`config.mk`:
```
export PLATFORM = sky130hd
export DESIGN_NAME = booth_ctrl_flat
export DESIGN_NICKNAME = d
export VERILOG_FILES = /design/src/rtl/booth_ctrl_pkg.sv /design/src/rtl/booth_ctrl_if.sv /design/src/rtl/booth_step.sv /design/src/rtl/booth_ctrl.sv /design/src/flat_wrapper.sv
export SDC_FILE = /design/constraint.sdc
export NUM_CORES = 1
export LEC_CHECK = 0
export CORE_ASPECT_RATIO = 0.8
export CORE_MARGIN = 5
export CORE_UTILIZATION = 57
export DETAILED_ROUTE_END_ITERATION = 10
export MAX_ROUTING_LAYER = met4
export PLACE_DENSITY = 0.84
export SYNTH_ARGS = -nofsm -noshare
export SYNTH_HDL_FRONTEND = slang
export SYNTH_SLANG_ARGS = --single-unit
```
`constraint.sdc`:
```
create_clock -name CLK -period 6.21 [get_ports CLK]
set_input_delay 0.9315 -clock CLK [delete_from_list [all_inputs] [get_ports CLK]]
set_output_delay 0.9315 -clock CLK [all_outputs]
set_load 0.02 [all_outputs]
```
`src/rtl/booth_ctrl_pkg.sv`:
```
// Shared definitions for the radix-2 Booth multiplier: FSM encodings, step op codes, default width.
// Optional abort input is compiled in with `define BOOTH_ABORT_EN.
package booth_ctrl_pkg;

    localparam int DEFAULT_WIDTH = 4;

    localparam logic [1:0] ST_IDLE = 2'd0;
    localparam logic [1:0] ST_ITER = 2'd1;
    localparam logic [1:0] ST_DONE = 2'd2;

    typedef enum logic [1:0] {
        OP_NOP = 2'd0,
        OP_ADD = 2'd1,
        OP_SUB = 2'd2
    } booth_op_e;

    // Booth recoding of the current multiplier bit pair {Q[0], Q_1}.
    function automatic booth_op_e booth_op(input logic q0, input logic q_1);
        case ({q0, q_1})
            2'b10:   return OP_SUB;
            2'b01:   return OP_ADD;
            default: return OP_NOP;
        endcase
    endfunction

endpackage

```
`src/rtl/booth_ctrl_if.sv`:
```
// Request/result bundle of the Booth multiplier; master drives operands, slave returns status and product.
// The abort signal exists only when BOOTH_ABORT_EN is defined.
interface booth_ctrl_if #(
    parameter int WIDTH = booth_ctrl_pkg::DEFAULT_WIDTH
);
    logic                 start;
`ifdef BOOTH_ABORT_EN
    logic                 abort;
`endif
    logic [WIDTH-1:0]     multiplicand;
    logic [WIDTH-1:0]     multiplier;
    logic                 busy;
    logic                 done;
    logic [2*WIDTH-1:0]   product;

`ifdef BOOTH_ABORT_EN
    modport master (output start, output abort, output multiplicand, output multiplier,
                    input busy, input done, input product);
    modport slave  (input start, input abort, input multiplicand, input multiplier,
                    output busy, output done, output product);
`else
    modport master (output start, output multiplicand, output multiplier,
                    input busy, input done, input product);
    modport slave  (input start, input multiplicand, input multiplier,
                    output busy, output done, output product);
`endif

endinterface

```
`src/rtl/booth_step.sv`:
```
// One combinational Booth iteration: add/sub of M selected by {Q[0],Q_1}, then arithmetic
// shift right of the {A,Q,Q_1} cascade. A and M are WIDTH+1 bits so A-M never overflows.
module booth_step
    import booth_ctrl_pkg::*;
#(
    parameter int WIDTH = DEFAULT_WIDTH
) (
    input  logic [WIDTH:0]   a_i,
    input  logic [WIDTH-1:0] q_i,
    input  logic             q1_i,
    input  logic [WIDTH:0]   m_i,
    output logic [WIDTH:0]   a_o,
    output logic [WIDTH-1:0] q_o,
    output logic             q1_o
);

    logic [WIDTH:0] sum;

    always_comb begin
        // NOTE: every path assigns sum, so no latch can be inferred.
        case (booth_op(q_i[0], q1_i))
            OP_ADD:  sum = a_i + m_i;
            OP_SUB:  sum = a_i - m_i;
            default: sum = a_i;
        endcase
    end

    assign a_o  = {sum[WIDTH], sum[WIDTH:1]};
    assign q_o  = {sum[0], q_i[WIDTH-1:1]};
    assign q1_o = q_i[0];

endmodule

```
`src/rtl/booth_ctrl.sv`:
```
// Sequencer of the radix-2 Booth multiplier: IDLE/ITER/DONE FSM, step counter and the A/Q/Q_1/M cascade.
// Define BOOTH_ABORT_EN to add an abort input that cancels an iteration without a done pulse.
module booth_ctrl
    import booth_ctrl_pkg::*;
#(
    parameter int WIDTH = DEFAULT_WIDTH
) (
    input  logic        CLK,
    input  logic        rst,
    booth_ctrl_if.slave bus
);

    localparam int CW = $clog2(WIDTH + 1);

    logic [1:0]         state_q,   state_d;
    logic [WIDTH:0]     a_q,       a_d;
    logic [WIDTH-1:0]   q_q,       q_d;
    logic               q1_q,      q1_d;
    logic [WIDTH-1:0]   m_q,       m_d;
    logic [CW-1:0]      count_q,   count_d;
    logic [2*WIDTH-1:0] product_q, product_d;

    logic [WIDTH:0]     a_step;
    logic [WIDTH-1:0]   q_step;
    logic               q1_step;

    booth_step #(.WIDTH(WIDTH)) u_step (
        .a_i  (a_q),
        .q_i  (q_q),
        .q1_i (q1_q),
        .m_i  ({m_q[WIDTH-1], m_q}),
        .a_o  (a_step),
        .q_o  (q_step),
        .q1_o (q1_step)
    );

    always_comb begin
        state_d   = state_q;
        a_d       = a_q;
        q_d       = q_q;
        q1_d      = q1_q;
        m_d       = m_q;
        count_d   = count_q;
        product_d = product_q;
        case (state_q)
            ST_IDLE: begin
                if (bus.start) begin
                    m_d     = bus.multiplicand;
                    q_d     = bus.multiplier;
                    a_d     = '0;
                    q1_d    = 1'b0;
                    count_d = CW'(WIDTH);
                    state_d = ST_ITER;
                end
            end
            ST_ITER: begin
`ifdef BOOTH_ABORT_EN
                if (bus.abort) begin
                    count_d = '0;
                    state_d = ST_IDLE;
                end else
`endif
                begin
                    a_d     = a_step;
                    q_d     = q_step;
                    q1_d    = q1_step;
                    count_d = count_q - CW'(1);
                    // Last step: the product is taken from the shifted values, not the old registers.
                    if (count_q == CW'(1)) begin
                        product_d = {a_step[WIDTH-1:0], q_step};
                        state_d   = ST_DONE;
                    end
                end
            end
            ST_DONE: state_d = ST_IDLE;
            default: state_d = ST_IDLE;
        endcase
    end

    always_ff @(posedge CLK or posedge rst) begin
        if (rst) begin
            state_q   <= ST_IDLE;
            a_q       <= '0;
            q_q       <= '0;
            q1_q      <= 1'b0;
            m_q       <= '0;
            count_q   <= '0;
            product_q <= '0;
        end else begin
            // NOTE: non-blocking updates so every register samples the pre-edge state.
            state_q   <= state_d;
            a_q       <= a_d;
            q_q       <= q_d;
            q1_q      <= q1_d;
            m_q       <= m_d;
            count_q   <= count_d;
            product_q <= product_d;
        end
    end

    assign bus.busy    = (state_q == ST_ITER);
    assign bus.done    = (state_q == ST_DONE);
    assign bus.product = product_q;

endmodule

```
`src/flat_wrapper.sv`:
```
// flat-port wrapper written by rule: the top's interface ports become plain ports
module booth_ctrl_flat import booth_ctrl_pkg::*;
#(
    parameter int WIDTH = DEFAULT_WIDTH
)
  (CLK, rst, bus_start, bus_multiplicand, bus_multiplier, bus_busy, bus_done, bus_product);
  booth_ctrl_if #(.WIDTH(WIDTH)) bus_i ();
  input  logic CLK;
  input  logic rst;
  input wire logic [$bits(bus_i.start)-1:0] bus_start;
  input wire logic [$bits(bus_i.multiplicand)-1:0] bus_multiplicand;
  input wire logic [$bits(bus_i.multiplier)-1:0] bus_multiplier;
  output wire logic [$bits(bus_i.busy)-1:0] bus_busy;
  output wire logic [$bits(bus_i.done)-1:0] bus_done;
  output wire logic [$bits(bus_i.product)-1:0] bus_product;
  assign bus_i.start = bus_start;
  assign bus_i.multiplicand = bus_multiplicand;
  assign bus_i.multiplier = bus_multiplier;
  assign bus_busy = bus_i.busy;
  assign bus_done = bus_i.done;
  assign bus_product = bus_i.product;
  booth_ctrl #(.WIDTH(WIDTH)) u_core (.CLK(CLK), .rst(rst), .bus(bus_i));
endmodule
```
==> results.cfg, run 1 <==
[run_status]
outcome = finished clean

[sta]
fmax_ghz = 0.3421
post-route-period-util = 0.4708
tightest_slew_ns = 0.9910
skew_ns = 0.005694
hold_violations = 0
holdWs_ns = 0.5069
fin_crit_ns = 2.923
grt_setup_unrepaired = false
drv_slew = 0
setup_violations = 0
slew_headroom = 0.3386
final.setup.tns_ns = 0

[worst_setup_path]
cp-start-kind = flop
critical_path_class = reg -> out
reg2reg_slack_ns = 3.70
crit_cells = 3
path_cells = nand2b_1 -> inv_2 -> clkdlybuf4s50_1
crit_path_max_fanout = 10
r2r-start = u_core.m_q[0]
cpPeakStageDelay_ns = 0.64
crit_family = buffers and inverters
arrival_ns = 1.99
required_ns = 5.28
worstReg2RegEnd = u_core.a_q[3]
r2r_cells = 9
critical_path.slowest_cell = clkdlybuf4s50_1
cp.buffers_inverters = 2
end_kind = output port

[clocking]
cts_resized = 0
cts_tree = built
cts_post_setup_buffers_inserted = 0
clockBufferDepth = 2
cts_buffers = 3
clk_latency_ns = 0.32
htreeDepth = 1
clk_pin_slew_ns = 0.15
cts_sinks = 26
ctsHoldBuffers = 0
cts_root_buf = clkbuf_4

[grt]
first_global_vias = 1065
grt_antenna_before_repair = 0
grt_start_max_net_pins = 27
grt_use_total = 0.1866
grt-ovfl-total = 0
grt_pass1_wl_um = 4809

[final_layout]
final_nets = 188
diodes = 0
nFillCells = 202
drive_gt1_frac = 0.08982
fin_util = 0.6901
mostFrequentLayoutCell = dfrtp_1
area_delta_synth_final_pct = 18.52
fin_area_mm2 = 0.001658
final_cell_mix = dfrtp_1, clkdlybuf4s50_1, nand2_1, o21ai_0, inv_1

[worst_hold_path]
holdPathEnd = u_core.bus.product[5]
hold_path_startpoint = u_core.bus.product[5]
holdPathStages = 2
min_path_type = reg -> reg

[place]
gp_congestion = 0.7735
dp_hpwl_um = 2070
place_area_mm2 = 0.001605
place.port_buffers = 20

[pwr]
seqPwrFrac = 0.304
pwr_density_cell_mw_per_mm2 = 627.4
p_switching_uw = 445.2
p_clk_frac = 0.112
sw_frac_of_total = 0.4280
ir_drop_uv = 321.4
combPwrFrac = 0.583
leakage_uw = 0.0007575
intPower_uw = 594.9

[run]
max_cap_violations = 0

[floorplan]
coreArea_mm2 = 0.002402
pin_count = 21
die_w_um = 65.39
initial_core_util = 0.5823
die_h_um = 54.31
rows = 16
dieArea_mm2 = 0.003551

[yosys]
synth_seq_cells = 26
synthesis.nets = 166
yosysSeqAreaShare = 0.4651
netlist_instances = 146
synth_area_mm2 = 0.001399
synth_cell_types = 31
synth_warnings = 0
syn_area_per_cell_um2 = 9.581

[route]
wl_per_cell_um = 14.39
drt_wl_total_um = 2792
drt-initial-drc-count = 31
route.detailed.drc = 0
firstDrtPassIters = 4
antenna_left = 0
vias_per_cell = 5.536
vias = 1074
## synthesized netlist by cell type, drive strengths merged
library cell | number | share of area
a22o | 1 | 0.0063
o21ai | 17 | 0.061
nor2b | 8 | 0.036
a31oi | 1 | 0.0045
o31a | 1 | 0.0063
nor3 | 2 | 0.0072
nand2 | 20 | 0.055
and3 | 2 | 0.0089
or4 | 1 | 0.0054
xnor2 | 3 | 0.019
dfrtp | 26 | 0.47
nor2 | 10 | 0.027
o211ai | 1 | 0.0054
and2 | 1 | 0.0045
inv | 14 | 0.038
ha | 8 | 0.072
o21bai | 1 | 0.0054
fa | 1 | 0.014
xor2 | 1 | 0.0063
nand3 | 1 | 0.0036
nand2b | 3 | 0.013
mux2i | 1 | 0.0072
a21oi | 9 | 0.038
buf | 3 | 0.020
mux2 | 7 | 0.056
a22oi | 3 | 0.016
## worst max-delay path by stage
stage                            startpoint            end  slack [ns]
after floorplan                 u_core.q1_q  u_core.a_q[3]        3.90
after global placement            bus_start  u_core.m_q[2]        3.64
after detailed placement          bus_start  u_core.m_q[3]        3.58
after CTS                 u_core.state_q[1]       bus_busy        3.30
after global routing      u_core.state_q[1]       bus_busy        3.15
final                     u_core.state_q[1]       bus_busy        3.29
## tightest hold or removal path: cells and delay by family, from the launching register on
family           cells  cell delay (ns)
flip-flops           1             0.37
AND/OR/NAND/NOR      1             0.04
AO/OA/AOI/OAI        1             0.06
## metrics by stage
step | setup slack [ns] | total power [uW] | instances
after global placement | 3.644 | 888.7 | 190
after detailed placement | 3.584 | 925.7 | 190
after floorplan | 3.897 | 767.5 | 146
after global routing | 3.150 | 1135 | 194
final | 3.287 | 1040 | 194
after CTS | 3.296 | 1046 | 194
## flip-flops by register name, indices dropped and copies added (netlist names)
register and count:
u_core.a_q 4, u_core.bus.product 8, u_core.count_q 3, u_core.m_q 4
u_core.q1_q 1, u_core.q_q 4, u_core.state_q 2
## final cells by class
class | instances | area, um2 | share of cell area
Sequential cell | 26 | 650.6 | 0.3925
Timing Repair Buffer | 20 | 200.2 | 0.1208
Clock buffer | 3 | 22.52 | 0.01358
Inverter | 14 | 52.55 | 0.03170
Tap cell | 27 | 33.78 | 0.02038
Multi-Input combinational cell | 103 | 668.1 | 0.4030
Clock inverter | 1 | 30.03 | 0.01811
## power groups by stage
| stage | logic [uW] | clock network, uW | registers [uW] |
|---|---|---|---|
| 6_report | 607 | 117 | 317 |
| 5_1_grt | 678 | 129 | 329 |
| 4_1_cts | 612 | 119 | 316 |
| 3_5_place_dp | 608 | 0 | 318 |
| 3_3_place_gp | 576 | 0 | 312 |
| 2_1_floorplan | 440 | 0 | 327 |
## routing by layer
layer,vias to the layer above,GRT usage,wire length [um]
li1,534,-,-
met1,512,0.2280,1270
met2,26,0.3092,1320
met3,2,0.06366,188
met4,0,0.03103,13
met5,-,-,0
## cells by family after synthesis
kind of cell	count (synthesis)	synth area share
XOR/XNOR	4	0.02505
AND/OR/NAND/NOR	48	0.1610
multiplexers	8	0.06351
AO/OA/AOI/OAI	34	0.1422
buffers and inverters	17	0.05724
adder cells (fa/ha/maj)	9	0.08587
flip-flops	26	0.4651
Power figures use the tool's default switching activity.
==> run 2: changes to the inputs <==
--- a/config.mk
+++ b/config.mk
@@ -7,10 +7,10 @@
 export LEC_CHECK = 0
 export CORE_ASPECT_RATIO = 0.8
 export CORE_MARGIN = 5
-export CORE_UTILIZATION = 57
+export CORE_UTILIZATION = 53
 export DETAILED_ROUTE_END_ITERATION = 10
 export MAX_ROUTING_LAYER = met4
-export PLACE_DENSITY = 0.84
+export PLACE_DENSITY = 0.79
 export SYNTH_ARGS = -nofsm -noshare
 export SYNTH_HDL_FRONTEND = slang
 export SYNTH_SLANG_ARGS = --single-unit
==> constraint.sdc (replaced) <==
create_clock -name CLK -period 2.7 [get_ports CLK]
set_input_delay 0.405 -clock CLK [delete_from_list [all_inputs] [get_ports CLK]]
set_output_delay 0.405 -clock CLK [all_outputs]
set_load 0.02 [all_outputs]
==> results.cfg, run 2 (synthesized netlist as in run 1, its figures left out) <==
[pwr]
p_clk_frac = 0.113
p_switching_uw = 1021
sw_frac_of_total = 0.4260
pwr_density_cell_mw_per_mm2 = 1423
leakage_uw = 0.0007676
finalPower_uw = 2396
seqPwrFrac = 0.303
intPower_uw = 1376
combPwrFrac = 0.584
ir_drop_uv = 584.7

[place]
gp_congestion = 0.8216
dp_hpwl_um = 2038
place.port_buffers = 20

[grt]
grt-ovfl-total = 0
grt_antenna_before_repair = 0
first_global_vias = 1002
grt_use_total = 0.1692
grt_pass1_wl_um = 4740
grt_start_max_net_pins = 20

[final_layout]
diodes = 0
mostFrequentLayoutCell = dfrtp_1
largest_reg_flops = 8
area_delta_synth_final_pct = 20.39
nFillCells = 205
final_nets = 190
drive_gt1_frac = 0.1006
final_cell_mix = dfrtp_1, clkdlybuf4s50_1, nand2_1, o21ai_0, inv_1

[sta]
fmax_ghz = 0.4002
fin_crit_ns = 2.499
final.setup.tns_ns = 0
slew_headroom = 0.7266
drv_slew = 0
grt_setup_unrepaired = false
post-route-period-util = 0.9255
hold_violations = 0
skew_ns = 0.001743
tightest_slew_ns = 0.4100
setup_violations = 0

[clocking]
cts_root_buf = clkbuf_4
cts_sinks = 26
clk_latency_ns = 0.32
clockBufferDepth = 2
cts_post_setup_buffers_inserted = 0
cts_resized = 0
ctsHoldBuffers = 0
clk_pin_slew_ns = 0.14
cts_buffers = 3
cts_tree = built
htreeDepth = 1

[route]
drt_wl_total_um = 2781
vias = 1048
antenna_left = 0
wl_per_cell_um = 13.57
vias_per_cell = 5.112
route.detailed.drc = 0
drt-initial-drc-count = 42
firstDrtPassIters = 4

[worst_setup_path]
arrival_ns = 2.77
reg2reg_slack_ns = 0.20
cp-start-kind = flop
crit_path_max_fanout = 5
r2r-start = u_core.q1_q
end_kind = flop
critical_path_class = reg -> reg
worstSetupStartpoint = u_core.q1_q
worstReg2RegEnd = u_core.a_q[3]
r2r_cells = 9
required_ns = 2.97

[floorplan]
dieArea_mm2 = 0.003773
rows = 16
pin_count = 21
initial_core_util = 0.5635
die_h_um = 55.95
die_w_um = 67.44
coreArea_mm2 = 0.002482

[run]
max_cap_violations = 0

[run_status]
outcome = finished clean

[worst_hold_path]
min_path_type = in -> async
-- run 2: cell types whose count changed in the layout (fill, tap and decap cells not counted), sizes merged --
cell	previous run	this run
buf	0	2
-- run 2: layout make-up --
| class | count | area, um2 | area share |
|---|---|---|---|
| Multi-Input combinational cell | 103 | 668.1 | 0.3967 |
| Sequential cell | 26 | 650.6 | 0.3863 |
| Timing Repair Buffer | 22 | 215.2 | 0.1278 |
| Inverter | 14 | 52.55 | 0.03120 |
| Tap cell | 36 | 45.04 | 0.02675 |
| Clock inverter | 1 | 30.03 | 0.01783 |
| Clock buffer | 3 | 22.52 | 0.01337 |
-- run 2: how the worst max path moves through the flow --
stage                               end  slack, ns  depth (start not counted)
after CTS                 u_core.a_q[3]       0.20                          9
final                     u_core.a_q[3]       0.20                          9
after global routing      u_core.a_q[3]       0.10                          8
after detailed placement  u_core.a_q[3]       0.24                          9
after floorplan           u_core.a_q[3]       0.39                          9
after global placement    u_core.a_q[3]       0.33                          9
-- run 2: power groups by stage --
| stage | registers [uW] | clock network, uW | logic [uW] |
|---|---|---|---|
| after floorplan | 752 | 0 | 1010 |
| final | 725 | 271 | 1400 |
| after CTS | 721 | 280 | 1410 |
| after detailed placement | 727 | 0 | 1400 |
| after global routing | 749 | 296 | 1580 |
| after global placement | 718 | 0 | 1350 |
-- run 2: worst max-delay path: stages, from the launching register on --
cell	delay, ns
dfrtp_1	0.41
inv_1	0.06
ha_1	0.22
mux2_2	0.39
fa_1	0.42
nand2b_1	0.17
a21oi_2	0.14
xnor2_1	0.13
or4_1	0.41
nand3_1	0.09
-- run 2: metal layers --
layer,vias to the layer above,part of all wire,GRT usage
li1,541,-,-
met1,488,0.53,0.2408
met2,17,0.43,0.2395
met3,2,0.036,0.04848
met4,0,0.0036,0.03468
met5,-,0,-
-- run 2: metrics by stage --
stage / area (um2) / hold slack [ns] / cells / setup WS (ns) / util
finish: 1684 / 0.2956 / 205 / 0.2011 / 0.6784
global route: 1684 / 0.3105 / 205 / 0.1027 / 0.6784
floorplan: 1399 / 0.4450 / 146 / 0.3874 / -
CTS: 1684 / 0.2937 / 205 / 0.1956 / 0.6784
global placement: 1632 / 0.4644 / 201 / 0.3311 / 0.6573
detailed placement: 1632 / 0.4618 / 201 / 0.2446 / 0.6573
